<file path="config.mk">
export PLATFORM = sky130hd
export DESIGN_NAME = memctrl_burst
export DESIGN_NICKNAME = d
export VERILOG_FILES = /design/src/rtl/memctrl_burst.sv
export SDC_FILE = /design/constraint.sdc
export NUM_CORES = 1
export LEC_CHECK = 0
export ABC_AREA = 0
export BUFFER_PORTS_ARGS = -buffer_cell sky130_fd_sc_hd__buf_2
export CAP_MARGIN = 10
export CORE_MARGIN = 3
export CORE_UTILIZATION = 35
export DETAILED_ROUTE_END_ITERATION = 8
export SETUP_SLACK_MARGIN = 0.15
export SLEW_MARGIN = 15
export SYNTH_ARGS = -nofsm -noshare
export SYNTH_HDL_FRONTEND = slang
export SYNTH_SLANG_ARGS = --single-unit
</file>
<file path="constraint.sdc">
create_clock -name clk -period 22.9 [get_ports clk]
set_clock_uncertainty 0.15 [all_clocks]
set_input_delay 5.725 -clock clk [delete_from_list [all_inputs] [get_ports clk]]
set_output_delay 5.725 -clock clk [all_outputs]
set_load 0.005 [all_outputs]
</file>
<file path="src/rtl/memctrl_burst.sv">
// Byte-serial main-memory controller: arbitrates IF/MEM word requests (MEM wins) and
// replays them as single-byte RAM accesses, returning little-endian words with a done pulse.
module memctrl_burst #(
   parameter int ADDR_WIDTH = 32,
   parameter int MAX_BYTES  = 4,
   parameter int LEN_WIDTH  = $clog2(MAX_BYTES) + 1
) (
   input  logic                    clk,
   input  logic                    rst,
   input  logic                    if_req_in,
   input  logic [ADDR_WIDTH-1:0]   if_addr_in,
   input  logic                    if_flush_in,
   output logic                    if_done_o,
   output logic [8*MAX_BYTES-1:0]  if_data_o,
   input  logic                    mem_req_in,
   input  logic                    mem_we_in,
   input  logic [ADDR_WIDTH-1:0]   mem_addr_in,
   input  logic [LEN_WIDTH-1:0]    mem_len_in,
   input  logic [8*MAX_BYTES-1:0]  mem_data_in,
   output logic                    mem_done_o,
   output logic [8*MAX_BYTES-1:0]  mem_data_o,
   output logic                    busy_o,
   input  logic [7:0]              ram_din_i,
   output logic                    ram_we_o,
   output logic [ADDR_WIDTH-1:0]   ram_addr_o,
   output logic [7:0]              ram_dout_o
);

   localparam int DW = 8 * MAX_BYTES;
   localparam logic [LEN_WIDTH-1:0] LEN_MAX = LEN_WIDTH'(MAX_BYTES);
   localparam logic [LEN_WIDTH-1:0] LEN_ONE = LEN_WIDTH'(1);

   typedef enum logic [1:0] {ST_IDLE, ST_READ, ST_WRITE, ST_DONE} state_t;

   function automatic logic [LEN_WIDTH-1:0] clamp_len(input logic [LEN_WIDTH-1:0] len);
      logic [LEN_WIDTH-1:0] r;
      if (len == {LEN_WIDTH{1'b0}}) begin
         r = LEN_ONE;
      end else if (len > LEN_MAX) begin
         r = LEN_MAX;
      end else begin
         r = len;
      end
      return r;
   endfunction

   function automatic logic [7:0] get_byte(input logic [DW-1:0] d, input logic [LEN_WIDTH-1:0] idx);
      logic [DW-1:0] sh;
      sh = d >> {idx, 3'b000};
      return sh[7:0];
   endfunction

   state_t                  state_q, state_d;
   logic [LEN_WIDTH-1:0]    cnt_q, cnt_d;
   logic [LEN_WIDTH-1:0]    len_q, len_d;
   logic [ADDR_WIDTH-1:0]   base_q, base_d;
   logic                    we_q, we_d;
   logic                    is_if_q, is_if_d;
   logic [DW-1:0]           wdata_q, wdata_d;
   logic [DW-1:0]           rbuf_q, rbuf_d;
   logic [DW-1:0]           if_data_q, if_data_d;
   logic [DW-1:0]           mem_data_q, mem_data_d;
   logic                    if_done_q, if_done_d;
   logic                    mem_done_q, mem_done_d;
   logic                    busy_q, busy_d;
   logic                    ram_we_q, ram_we_d;
   logic [ADDR_WIDTH-1:0]   ram_addr_q, ram_addr_d;
   logic [7:0]              ram_dout_q, ram_dout_d;

   // Next-state, datapath and registered-output computation
   always_comb begin
      state_d    = state_q;
      cnt_d      = cnt_q;
      len_d      = len_q;
      base_d     = base_q;
      we_d       = we_q;
      is_if_d    = is_if_q;
      wdata_d    = wdata_q;
      rbuf_d     = rbuf_q;
      if_data_d  = if_data_q;
      mem_data_d = mem_data_q;
      if_done_d  = 1'b0;
      mem_done_d = 1'b0;
      ram_we_d   = 1'b0;
      ram_addr_d = {ADDR_WIDTH{1'b0}};
      ram_dout_d = 8'h00;

      case (state_q)
         ST_IDLE: begin
            if (mem_req_in) begin
               is_if_d = 1'b0;
               we_d    = mem_we_in;
               base_d  = mem_addr_in;
               len_d   = clamp_len(mem_len_in);
               wdata_d = mem_data_in;
               cnt_d   = {LEN_WIDTH{1'b0}};
               rbuf_d  = {DW{1'b0}};
               state_d = mem_we_in ? ST_WRITE : ST_READ;
            end else if (if_req_in) begin
               is_if_d = 1'b1;
               we_d    = 1'b0;
               base_d  = if_addr_in;
               len_d   = LEN_MAX;
               wdata_d = {DW{1'b0}};
               cnt_d   = {LEN_WIDTH{1'b0}};
               rbuf_d  = {DW{1'b0}};
               state_d = ST_READ;
            end else begin
               state_d = ST_IDLE;
            end
         end
         ST_READ: begin
            if (is_if_q && if_flush_in) begin
               state_d = ST_IDLE;
            end else begin
               // byte cnt-1 arrives one cycle after its address; buffer was zeroed at grant
               if (cnt_q != {LEN_WIDTH{1'b0}}) begin
                  rbuf_d = rbuf_q | (DW'(ram_din_i) << {cnt_q - LEN_ONE, 3'b000});
               end else begin
                  rbuf_d = rbuf_q;
               end
               if (cnt_q == len_q) begin
                  state_d = ST_DONE;
               end else begin
                  cnt_d = cnt_q + LEN_ONE;
               end
            end
         end
         ST_WRITE: begin
            if (cnt_q == len_q - LEN_ONE) begin
               state_d = ST_DONE;
            end else begin
               cnt_d = cnt_q + LEN_ONE;
            end
         end
         ST_DONE: begin
            state_d = ST_IDLE;
         end
         default: begin
            state_d = ST_IDLE;
         end
      endcase

      if (state_d == ST_DONE) begin
         if_done_d  = is_if_q;
         mem_done_d = !is_if_q;
         if (!we_q && is_if_q) begin
            if_data_d = rbuf_d;
         end else if (!we_q) begin
            mem_data_d = rbuf_d;
         end else begin
            mem_data_d = mem_data_q;
         end
      end else begin
         if_done_d = 1'b0;
      end

      // RAM port is registered, so it is decoded from next-cycle state and count
      if (state_d == ST_READ && cnt_d < len_d) begin
         ram_addr_d = base_d + ADDR_WIDTH'(cnt_d);
      end else if (state_d == ST_WRITE) begin
         ram_we_d   = 1'b1;
         ram_addr_d = base_d + ADDR_WIDTH'(cnt_d);
         ram_dout_d = get_byte(wdata_d, cnt_d);
      end else begin
         ram_we_d = 1'b0;
      end

      busy_d = (state_d != ST_IDLE);
   end

   // State and output registers with asynchronous clear
   always_ff @(posedge clk or posedge rst) begin
      if (rst) begin
         state_q    <= ST_IDLE;
         cnt_q      <= {LEN_WIDTH{1'b0}};
         len_q      <= {LEN_WIDTH{1'b0}};
         base_q     <= {ADDR_WIDTH{1'b0}};
         we_q       <= 1'b0;
         is_if_q    <= 1'b0;
         wdata_q    <= {DW{1'b0}};
         rbuf_q     <= {DW{1'b0}};
         if_data_q  <= {DW{1'b0}};
         mem_data_q <= {DW{1'b0}};
         if_done_q  <= 1'b0;
         mem_done_q <= 1'b0;
         busy_q     <= 1'b0;
         ram_we_q   <= 1'b0;
         ram_addr_q <= {ADDR_WIDTH{1'b0}};
         ram_dout_q <= 8'h00;
      end else begin
         state_q    <= state_d;
         cnt_q      <= cnt_d;
         len_q      <= len_d;
         base_q     <= base_d;
         we_q       <= we_d;
         is_if_q    <= is_if_d;
         wdata_q    <= wdata_d;
         rbuf_q     <= rbuf_d;
         if_data_q  <= if_data_d;
         mem_data_q <= mem_data_d;
         if_done_q  <= if_done_d;
         mem_done_q <= mem_done_d;
         busy_q     <= busy_d;
         ram_we_q   <= ram_we_d;
         ram_addr_q <= ram_addr_d;
         ram_dout_q <= ram_dout_d;
      end
   end

   assign if_done_o  = if_done_q;
   assign if_data_o  = if_data_q;
   assign mem_done_o = mem_done_q;
   assign mem_data_o = mem_data_q;
   assign busy_o     = busy_q;
   assign ram_we_o   = ram_we_q;
   assign ram_addr_o = ram_addr_q;
   assign ram_dout_o = ram_dout_q;

endmodule

</file>
After elaboration in Yosys (flattened, before gate mapping)
Cells that the tools add are included.
{"block": "word_totals", "register_bits": 214, "in_bits": 113, "word_cells": 89}
{"block": "op_classes", "n_bitwise": 3, "n_lt_le_gt_ge": 2, "mux": 41, "n_eq_ne": 8, "n_reduce_logical": 13, "n_addsub": 4, "n_shift": 2}
{"op": "$mux W32", "n": 12}
{"op": "$pmux W32 S2", "n": 1}
{"op": "$add A32 B3 Y32", "n": 1}
{"op": "$or A32 B32 Y32", "n": 1}
{"op": "$shl A8 B6 Y32", "n": 1}
{"op": "$shr A32 B6 Y8", "n": 1}
{"op": "$mux W3", "n": 10}
{"op": "$mux W8", "n": 2}
{"op": "$mux W2", "n": 5}
{"op": "$mux W1", "n": 9}
{"op": "$pmux W3 S3", "n": 1}
{"op": "$eq A2 B2 Y1 const B", "n": 4}
{"op": "$pmux W2 S4", "n": 1}
{"op": "$eq A3 B3 Y1", "n": 2}
{"op": "$sub A3 B1 Y3 const B", "n": 2}
{"op": "$eq A2 B1 Y1 const B", "n": 2}
{"op": "$reduce_and A2 Y1", "n": 2}
{"op": "$reduce_bool A2 Y1", "n": 2}
{"op": "$add A3 B1 Y3 const B", "n": 1}
{"op": "$gt A3 B3 Y1 const B", "n": 1}
{"op": "$logic_and A1 B1 Y1", "n": 3}
{"op": "$logic_not A3 Y1", "n": 1}
{"op": "$lt A3 B3 Y1", "n": 1}
{"op": "$reduce_and A3 Y1", "n": 1}
{"op": "4 further kinds", "n": 6}

Depth between registers and ports, before layout
Gate-level depths: netlist of the first run.
{"block": "logic_depth", "word_depth": 8, "depth_mapped": 19, "depth_no_buf": 17}

Worst setup path before layout of the first run
OpenSTA, ideal clock, no wires.
{"block": "synth_path", "path_kind": "input-to-reg", "start": "input port if_req_in", "end": "register ram_addr_q[18], in the netlist ram_addr_o[18]", "cell_stages": 16, "t_required_ns": 22.673, "arrival_ns": 8.942, "n_path_buf": 4, "slack_ns": 13.731, "setup_ns": 0.077, "cell_sequence": "buf_2 > buf_4 > buf_2 > buf_1 > o21ai_0 > a21oi_1 > ha_1 > inv_1 > fa_1 > inv_1 > a21oi_1 > nor4_4 > nand3_4 > or3_1 > or4_1 > a21oi_1"}
{"block": "synth_between", "elab_chain_cells": 6, "word_cells_on_any_way": 19, "classes_between": "add/sub: 1; order compare: 1; eq/ne: 2; mux: 14; reduce/logical: 1"}
{"element": "start, declared", "line": "10", "text": "input logic if_req_in,"}
{"element": "$mux W32 (*)", "line": "99", "text": "end else if (if_req_in) begin"}
{"element": "$mux W32 (*)", "line": "90", "text": "if (mem_req_in) begin"}
{"element": "$mux W32 (*)", "line": "88", "text": "case (state_q)"}
{"element": "via base_d[0]", "line": "56", "text": "logic [ADDR_WIDTH-1:0] base_q, base_d;"}
{"element": "$add A32 B3 Y32 (*)", "line": "160, 163"}
{"element": "$mux W32", "line": "161", "text": "end else if (state_d == ST_WRITE) begin"}
{"element": "$mux W32 (*)", "line": "159", "text": "if (state_d == ST_READ && cnt_d < len_d) begin"}
{"element": "via ram_addr_d[18]", "line": "67", "text": "logic [ADDR_WIDTH-1:0] ram_addr_q, ram_addr_d;"}
{"element": "end signal, assigned", "line": "189", "text": "ram_addr_q <= {ADDR_WIDTH{1'b0}};"}
{"element": "end signal, assigned", "line": "206", "text": "ram_addr_q <= ram_addr_d;"}
{"element": "end, declared", "line": "67"}
The timed path passes the listed nets; every way through them passes the cells marked *.
A chain may end at the register's enable or synchronous reset.

Worst setup path after layout of the first run
{"block": "layout_path", "start": "input port if_req_in", "end": "register ram_addr_q[26], in the netlist ram_addr_o[26]"}
{"block": "layout_between", "elab_chain_cells": 6, "word_cells_on_any_way": 19, "classes_between": "add/sub: 1; order compare: 1; eq/ne: 2; mux: 14; reduce/logical: 1"}
{"element": "$mux W3 (tied with other cells)", "line": "99"}
{"element": "$mux W3 (tied with other cells)", "line": "90"}
{"element": "$pmux W3 S3 (tied with other cells)", "line": "88"}
{"element": "$add A32 B3 Y32 (tied with other cells)", "line": "160, 163"}
{"element": "$mux W32 / $logic_and A1 B1 Y1 (equally long branches)", "line": "161, 159"}
{"element": "$mux W32 (*)", "line": "159"}
{"element": "via ram_addr_d[26]", "line": "67"}
Marked as above.

==> results.sh, run 1 <==
export IMPL_cts_resized=0
export IMPL_dr_pass1_iters=5
export IMPL_cts_sinks=214
export IMPL_min_period_ns=10.30
export IMPL_final_setup_worst_slack_ns=12.60
export IMPL_tightest_slew_ns=1.14
export IMPL_grt_max_degree=95
export IMPL_slowest_delay_ns=0.99
export IMPL_slew_viol_final=0
export IMPL_dp_cells=1399
export IMPL_clk_latency_ns=0.51
export IMPL_grt_usage_pct=17.8
export IMPL_finalSetupViolCount=0
export IMPL_numCtsBuffers=25
export IMPL_synthCells=891
export IMPL_netlist_area_um2=9490
export IMPL_post_place_ws_ns=12.17
export IMPL_fill_cells=2515
export IMPL_hold_path_class="flop to flop"
export IMPL_synth_ff_latch_count=214
export IMPL_io_pins=221
export IMPL_endpoint="ram_addr_o[26]$_DFF_PP0_"
export IMPL_hold_viol=0
export IMPL_vias=7587
export IMPL_drive_above_1_share_pct=27.4
export IMPL_critical_path_top_delay_family="simple AND/OR/NAND/NOR gates"
export IMPL_post_cts_buffers=0
export IMPL_worst_setup_path_end_kind="flop"
export IMPL_hpwl_um=18000
export IMPL_grt_antenna_before_repair=0
export IMPL_crit_path_top_delay_cell="nor4_2"
export IMPL_cts_buffer_depth=3
export IMPL_rr_endpoint="ram_addr_o[26]$_DFF_PP0_"
export IMPL_post_route_drc_count=0
export IMPL_synth_edf_count=0
export IMPL_cp_required_ns=23.15
export IMPL_nets=1214
export IMPL_timing_worst_setup_path_type="primary input to flop"
export IMPL_area_growth_pct=22.4
export IMPL_totalWireLength_um=26700
export IMPL_fin_crit_sh_pct=45.0
export IMPL_cp_startpoint="if_req_in"
export IMPL_final_setup_tns_ns=0
export IMPL_io_buffers=220
export IMPL_place_congestion=0.825
export IMPL_cts_tree="yes"
export IMPL_r2r_slack_ns=17.40
export IMPL_rsz0062_at_grt="false"
export IMPL_path_cells="buf_2 > buf_4 > or2_2 > o21ai_0 > o2bb2ai_1 > a22o_1 > clkinv_1 > fa_1 > inv_1 > a21oi_1 > nor4_4 > nand3_4 > nor4_2 > a41oi_1 > a311oi_1"
export IMPL_wl_met1_um=12100
export IMPL_status="complete, no violations"
export IMPL_cellPowerDensity_nw_per_um2=154
export IMPL_cts_htree_levels=1
export IMPL_dr_wl_met3_um=1600
export IMPL_irDropWorstVdd_uv=74.2
export IMPL_r2r_start="cnt_q[0]$_DFF_PP0_"
export IMPL_via_per_inst=5.26
export IMPL_grt_pass1_vias=7438
export IMPL_path_buf_inv=4
export IMPL_worst_ep_arrival_time_ns=10.54
export IMPL_final_cells=1443
export IMPL_yosys_warnings=0
export IMPL_syn_nets=1014
export IMPL_top_layer="met4"
export IMPL_ys_seq_area_share_pct=56.4
export IMPL_grt_pass1_wl_um=41900
export IMPL_initial_core_util_pct=36.0
export IMPL_synth_ff_type="dfrtp_1"
export IMPL_relSlewSlack_pct=23.5
export IMPL_worst_path_stages=15
export IMPL_power_uw=1790
export IMPL_reg2reg_depth=15
export IMPL_drt_iter0_drc=499
export IMPL_route_met2_wl_um=12500
export IMPL_drt_wirelength_per_cell_um=18.5
export IMPL_grt_overflow=0
export IMPL_ant_nets=0
export IMPL_die_x_um=171
export IMPL_antenna_cells=0
export IMPL_maxCapViolCount=0
export IMPL_die_area_um2=29100
export IMPL_fmax_mhz=97.1
export IMPL_path_max_fanout=68
export IMPL_coreArea_um2=26400
export IMPL_start_kind="primary input"
export IMPL_die_y_um=171
export IMPL_root_buffer="clkbuf_16"
export IMPL_async_reset_ff_share_pct=100
export IMPL_syn_area_per_cell_um2=10.6
export IMPL_cts_reportedPaths_clkPinSlew_ns=0.06
export IMPL_leakage_uw=0.00572
export IMPL_synth_distinct_cells=68
export IMPL_rows=59
export IMPL_cts_hold_buf=0
power breakdown:
group	switching (uW)	leakage (uW)	internal, uW
registers	82.0	0.00271	543
logic	455	0.00260	301
clock network	157	0.000414	253
total	694	0.00572	1100
placed cells by master (no fill, tap or decap), types with 7 or more instances in the layout:
cell type,Yosys,final
o22ai_1,41,41
nor2_1,100,100
clkbuf_16,0,25
dfrtp_1,214,214
nand2b_1,20,20
nor2b_1,14,14
ha_1,9,9
a21oi_1,105,105
nand2_1,34,33
a22o_1,36,36
nor3_1,7,7
a22oi_1,44,44
buf_2,18,220
o21a_1,9,9
a31oi_1,17,17
mux2i_1,8,8
xnor2_1,9,9
inv_1,48,47
o21ai_0,14,14
buf_4,7,12
xor2_1,9,9
metal layers:
layer / global-route usage, % / vias up
met4: 4.16 / 0
met1: 25.5 / 3715
met5: 0 / -
li1: - / 3588
met3: 2.75 / 39
met2: 28.6 / 245
Yosys cell counts, types with 3 or more instances:
master / instances / share of area (%)
nand2_1: 34 / 1.3
and4_1: 3 / 0.28
and2_1: 5 / 0.33
o21ai_0: 14 / 0.74
clkbuf_1: 20 / 0.79
nor2_1: 100 / 4.0
xor2_1: 9 / 0.83
o21a_1: 9 / 0.71
a22o_1: 36 / 3.3
a31oi_1: 17 / 1.1
or3_1: 4 / 0.26
mux2i_1: 8 / 0.84
a311oi_1: 5 / 0.46
a21oi_1: 105 / 5.5
buf_1: 3 / 0.12
nand4_1: 3 / 0.20
ha_1: 9 / 1.2
nand2b_1: 20 / 1.3
nor4_1: 5 / 0.33
o22ai_1: 41 / 2.7
xnor2_1: 9 / 0.83
dfrtp_1: 214 / 56
and3_1: 6 / 0.40
or2_2: 3 / 0.20
buf_6: 11 / 1.3
a22oi_1: 44 / 3.5
buf_2: 18 / 0.95
a21oi_2: 6 / 0.55
buf_4: 7 / 0.55
a211oi_1: 3 / 0.24
nor2b_1: 14 / 0.92
nor3_1: 7 / 0.37
inv_1: 48 / 1.9
nand3_1: 6 / 0.32
how the worst min path moves through the flow:
stage                                     start               endpoint  slack [ns]  cells past startpoint
after floorplan             rbuf_q[0]$_DFF_PP0_    rbuf_q[0]$_DFF_PP0_        0.32                      2
after global placement    wdata_q[18]$_DFF_PP0_  wdata_q[18]$_DFF_PP0_        0.34                      1
after detailed placement  wdata_q[20]$_DFF_PP0_  wdata_q[20]$_DFF_PP0_        0.34                      1
after CTS                 wdata_q[20]$_DFF_PP0_  wdata_q[20]$_DFF_PP0_        0.36                      1
after global routing       wdata_q[7]$_DFF_PP0_   wdata_q[7]$_DFF_PP0_        0.37                      1
final                     wdata_q[20]$_DFF_PP0_  wdata_q[20]$_DFF_PP0_        0.35                      1
state kept, by name, indices dropped and copies added, names as in the netlist:
register    count
base_q         32
busy_o          1
cnt_q           3
if_data_o      32
if_done_o       1
is_if_q         1
len_q           3
mem_data_o     32
mem_done_o      1
ram_addr_o     32
ram_dout_o      8
ram_we_o        1
rbuf_q         32
state_q         2
wdata_q        32
we_q            1
through the flow:
stage	hold WS (ns)	utilization, %	area [um2]
2_1_floorplan	0.319	-	9490
3_3_place_gp	0.339	40.8	10800
3_5_place_dp	0.339	40.8	10800
4_1_cts	0.358	44.1	11600
5_1_grt	0.367	44.1	11600
6_report	0.354	44.1	11600
logic make-up (layout without fill, tap and decap cells):
| family | after synthesis | count (layout) | synth area share, % |
|---|---|---|---|
| adders and majority gates | 10 | 10 | 1.40 |
| buffers and inverters | 109 | 326 | 5.70 |
| and+or+nand+nor | 230 | 230 | 12.8 |
| muxes | 9 | 9 | 0.963 |
| DFF | 214 | 214 | 56.4 |
| AOI/OAI and AO/OA | 300 | 300 | 20.8 |
| xor gates and xnor gates | 19 | 19 | 1.90 |
cell type report:
type	count	area [um2]	area share (%)
tap	335	419	3.61
timing repair buffer	232	1190	10.3
clock buffer	35	723	6.23
clock inverter	9	125	1.08
inverter	50	195	1.68
sequential	214	5360	46.1
multi-input combinational	568	3600	31.0
Power figures use the tool's default switching activity.
==> run 2: changes to the inputs <==
==> constraint.sdc (replaced) <==
create_clock -name clk -period 10.25 [get_ports clk]
set_clock_uncertainty 0.15 [all_clocks]
set_input_delay 2.5625 -clock clk [delete_from_list [all_inputs] [get_ports clk]]
set_output_delay 2.5625 -clock clk [all_outputs]
set_load 0.005 [all_outputs]
==> run 2 against run 1 <==
Via count is 0.40% lower; worst setup slack worse by 9.1 ns; clock-buffer cell count up 1; critical path depth unchanged; global-route usage increased by 0.096 points; non-clock buffer count stayed put.
==> results.sh, run 2 (synthesis results as in run 1) <==
export IMPL_leakage_uw=0.00577
export IMPL_grt_max_degree=106
export IMPL_fmax_mhz=149
export IMPL_multiInputGateArea_um2=3610
export IMPL_hpwl_um=18000
export IMPL_final_core_util_pct=44.3
export IMPL_cts_sinks=214
export IMPL_rsz0062_at_grt="false"
export IMPL_reg2reg_depth=15
export IMPL_start_kind="primary input"
export IMPL_rows=59
export IMPL_io_buffers=220
export IMPL_coreArea_um2=26400
export IMPL_grt_overflow=0
export IMPL_worst_setup_path_end_kind="flop"
export IMPL_die_area_um2=29100
export IMPL_seq_area_um2=5360
export IMPL_finalSetupViolCount=0
export IMPL_initial_core_util_pct=36.0
export IMPL_area_growth_pct=23.2
export IMPL_path_max_fanout=68
export IMPL_antenna_cells=0
export IMPL_cts_resized=0
export IMPL_cts_buffer_depth=3
export IMPL_fin_crit_sh_pct=65.6
export IMPL_drt_iter0_drc=444
export IMPL_timing_worst_setup_path_type="primary input to flop"
export IMPL_irDropWorstVdd_uv=170
export IMPL_cts_hold_buf=0
export IMPL_maxCapViolCount=0
export IMPL_grt_pass1_wl_um=42100
export IMPL_hold_depth=1
export IMPL_die_y_um=171
export IMPL_min_period_ns=6.73
export IMPL_grt_pass1_vias=7522
export IMPL_drt_wirelength_per_cell_um=18.3
export IMPL_grt_usage_pct=17.9
export IMPL_tightest_slew_ns=0.918
export IMPL_status="complete, no violations"
export IMPL_totalWireLength_um=26500
export IMPL_slew_viol_final=0
export IMPL_worst_ep_arrival_time_ns=6.97
export IMPL_nets=1214
export IMPL_post_cts_buffers=0
export IMPL_ant_nets=0
export IMPL_relSlewSlack_pct=38.3
export IMPL_layout_common_cells="buf_2, dfrtp_1, a21oi_1, nor2_1, inv_1"
export IMPL_via_per_inst=5.24
export IMPL_final_setup_tns_ns=0
export IMPL_cellPowerDensity_nw_per_um2=347
export IMPL_grt_antenna_before_repair=0
export IMPL_hold_path_class="flop to flop"
export IMPL_fill_cells=2559
export IMPL_dr_pass1_iters=5
export IMPL_hold_viol=0
export IMPL_die_x_um=171
export IMPL_drive_above_1_share_pct=27.5
export IMPL_cp_required_ns=10.49
export IMPL_post_route_drc_count=0
export IMPL_vias=7557
export IMPL_root_buffer="clkbuf_16"
export IMPL_cts_tree="yes"
export IMPL_numCtsBuffers=25
export IMPL_layout_commonest_cell="buf_2"
export IMPL_cts_htree_levels=1
export IMPL_io_pins=221
export IMPL_cts_reportedPaths_clkPinSlew_ns=0.06
export IMPL_clk_latency_ns=0.50
export IMPL_place_congestion=0.826
==> run 2: cell count changes in the layout (fill, tap and decap cells not counted), sizes merged <==
cell      previous run  this run
clkbuf              35        36
clkinv               5         3
bufinv               3         5
clkinvlp             2         1
==> run 2: layer usage <==
layer / up-vias / GRT usage (%) / share of wire, %
li1: 3580 / - / -
met1: 3684 / 25.6 / 45
met2: 250 / 28.6 / 46
met3: 43 / 2.96 / 6.3
met4: 0 / 4.37 / 2.2
met5: - / 0 / 0
==> run 2: where the power goes <==
group          switching (uW)  internal [uW]
clock                     343            628
sequential                180           1210
combinational            1020            672
==> run 2: through the flow <==
step / hold WS, ns / power (uW) / cells / setup WS, ns / cell area (um2)
3_5_place_dp: 0.339 / 3100 / 1399 / 2.70 / 10800
3_3_place_gp: 0.339 / 3070 / 1399 / 2.89 / 10800
2_1_floorplan: 0.319 / 2580 / 891 / 1.69 / 9490
5_1_grt: 0.372 / 4380 / 1443 / 3.15 / 11700
4_1_cts: 0.356 / 4100 / 1443 / 3.19 / 11700
6_report: 0.353 / 4050 / 1443 / 3.52 / 11700
==> run 2: worst max-delay path: stages <==
cell       delay, ns
buf_2           0.09
buf_4           0.31
or2_2           0.43
o21ai_0         0.16
o2bb2ai_1       0.15
a22o_1          0.44
clkinv_1        0.37
fa_1            0.51
inv_1           0.07
a21oi_1         0.11
nor4_4          0.30
nand3_4         0.18
nor4_4          0.68
a41oi_1         0.23
a311oi_1        0.33
==> run 2: path summary, 6_finish.rpt <==
path                                            end                  start  slack [ns]
min                           wdata_q[29]$_DFF_PP0_  wdata_q[29]$_DFF_PP0_        0.35
min reg2reg                   wdata_q[29]$_DFF_PP0_  wdata_q[29]$_DFF_PP0_        0.35
max reg2reg                ram_addr_o[26]$_DFF_PP0_     cnt_q[0]$_DFF_PP0_        5.14
max                        ram_addr_o[26]$_DFF_PP0_              if_req_in        3.52
min in group asynchronous  ram_addr_o[26]$_DFF_PP0_                    rst        2.05
max in group asynchronous  if_data_o[0]$_DFFE_PP0P_                    rst        6.65
==> run 2: layout make-up <==
| cell class | count | share of cell area, % |
|---|---|---|
| repair buffers | 232 | 10.2 |
| flip-flops and latches | 214 | 45.8 |
| inverters | 50 | 1.67 |
| well taps | 335 | 3.59 |
| clock inverters | 8 | 1.43 |
| clock buffers | 36 | 6.39 |
| multi-input cells | 568 | 30.9 |
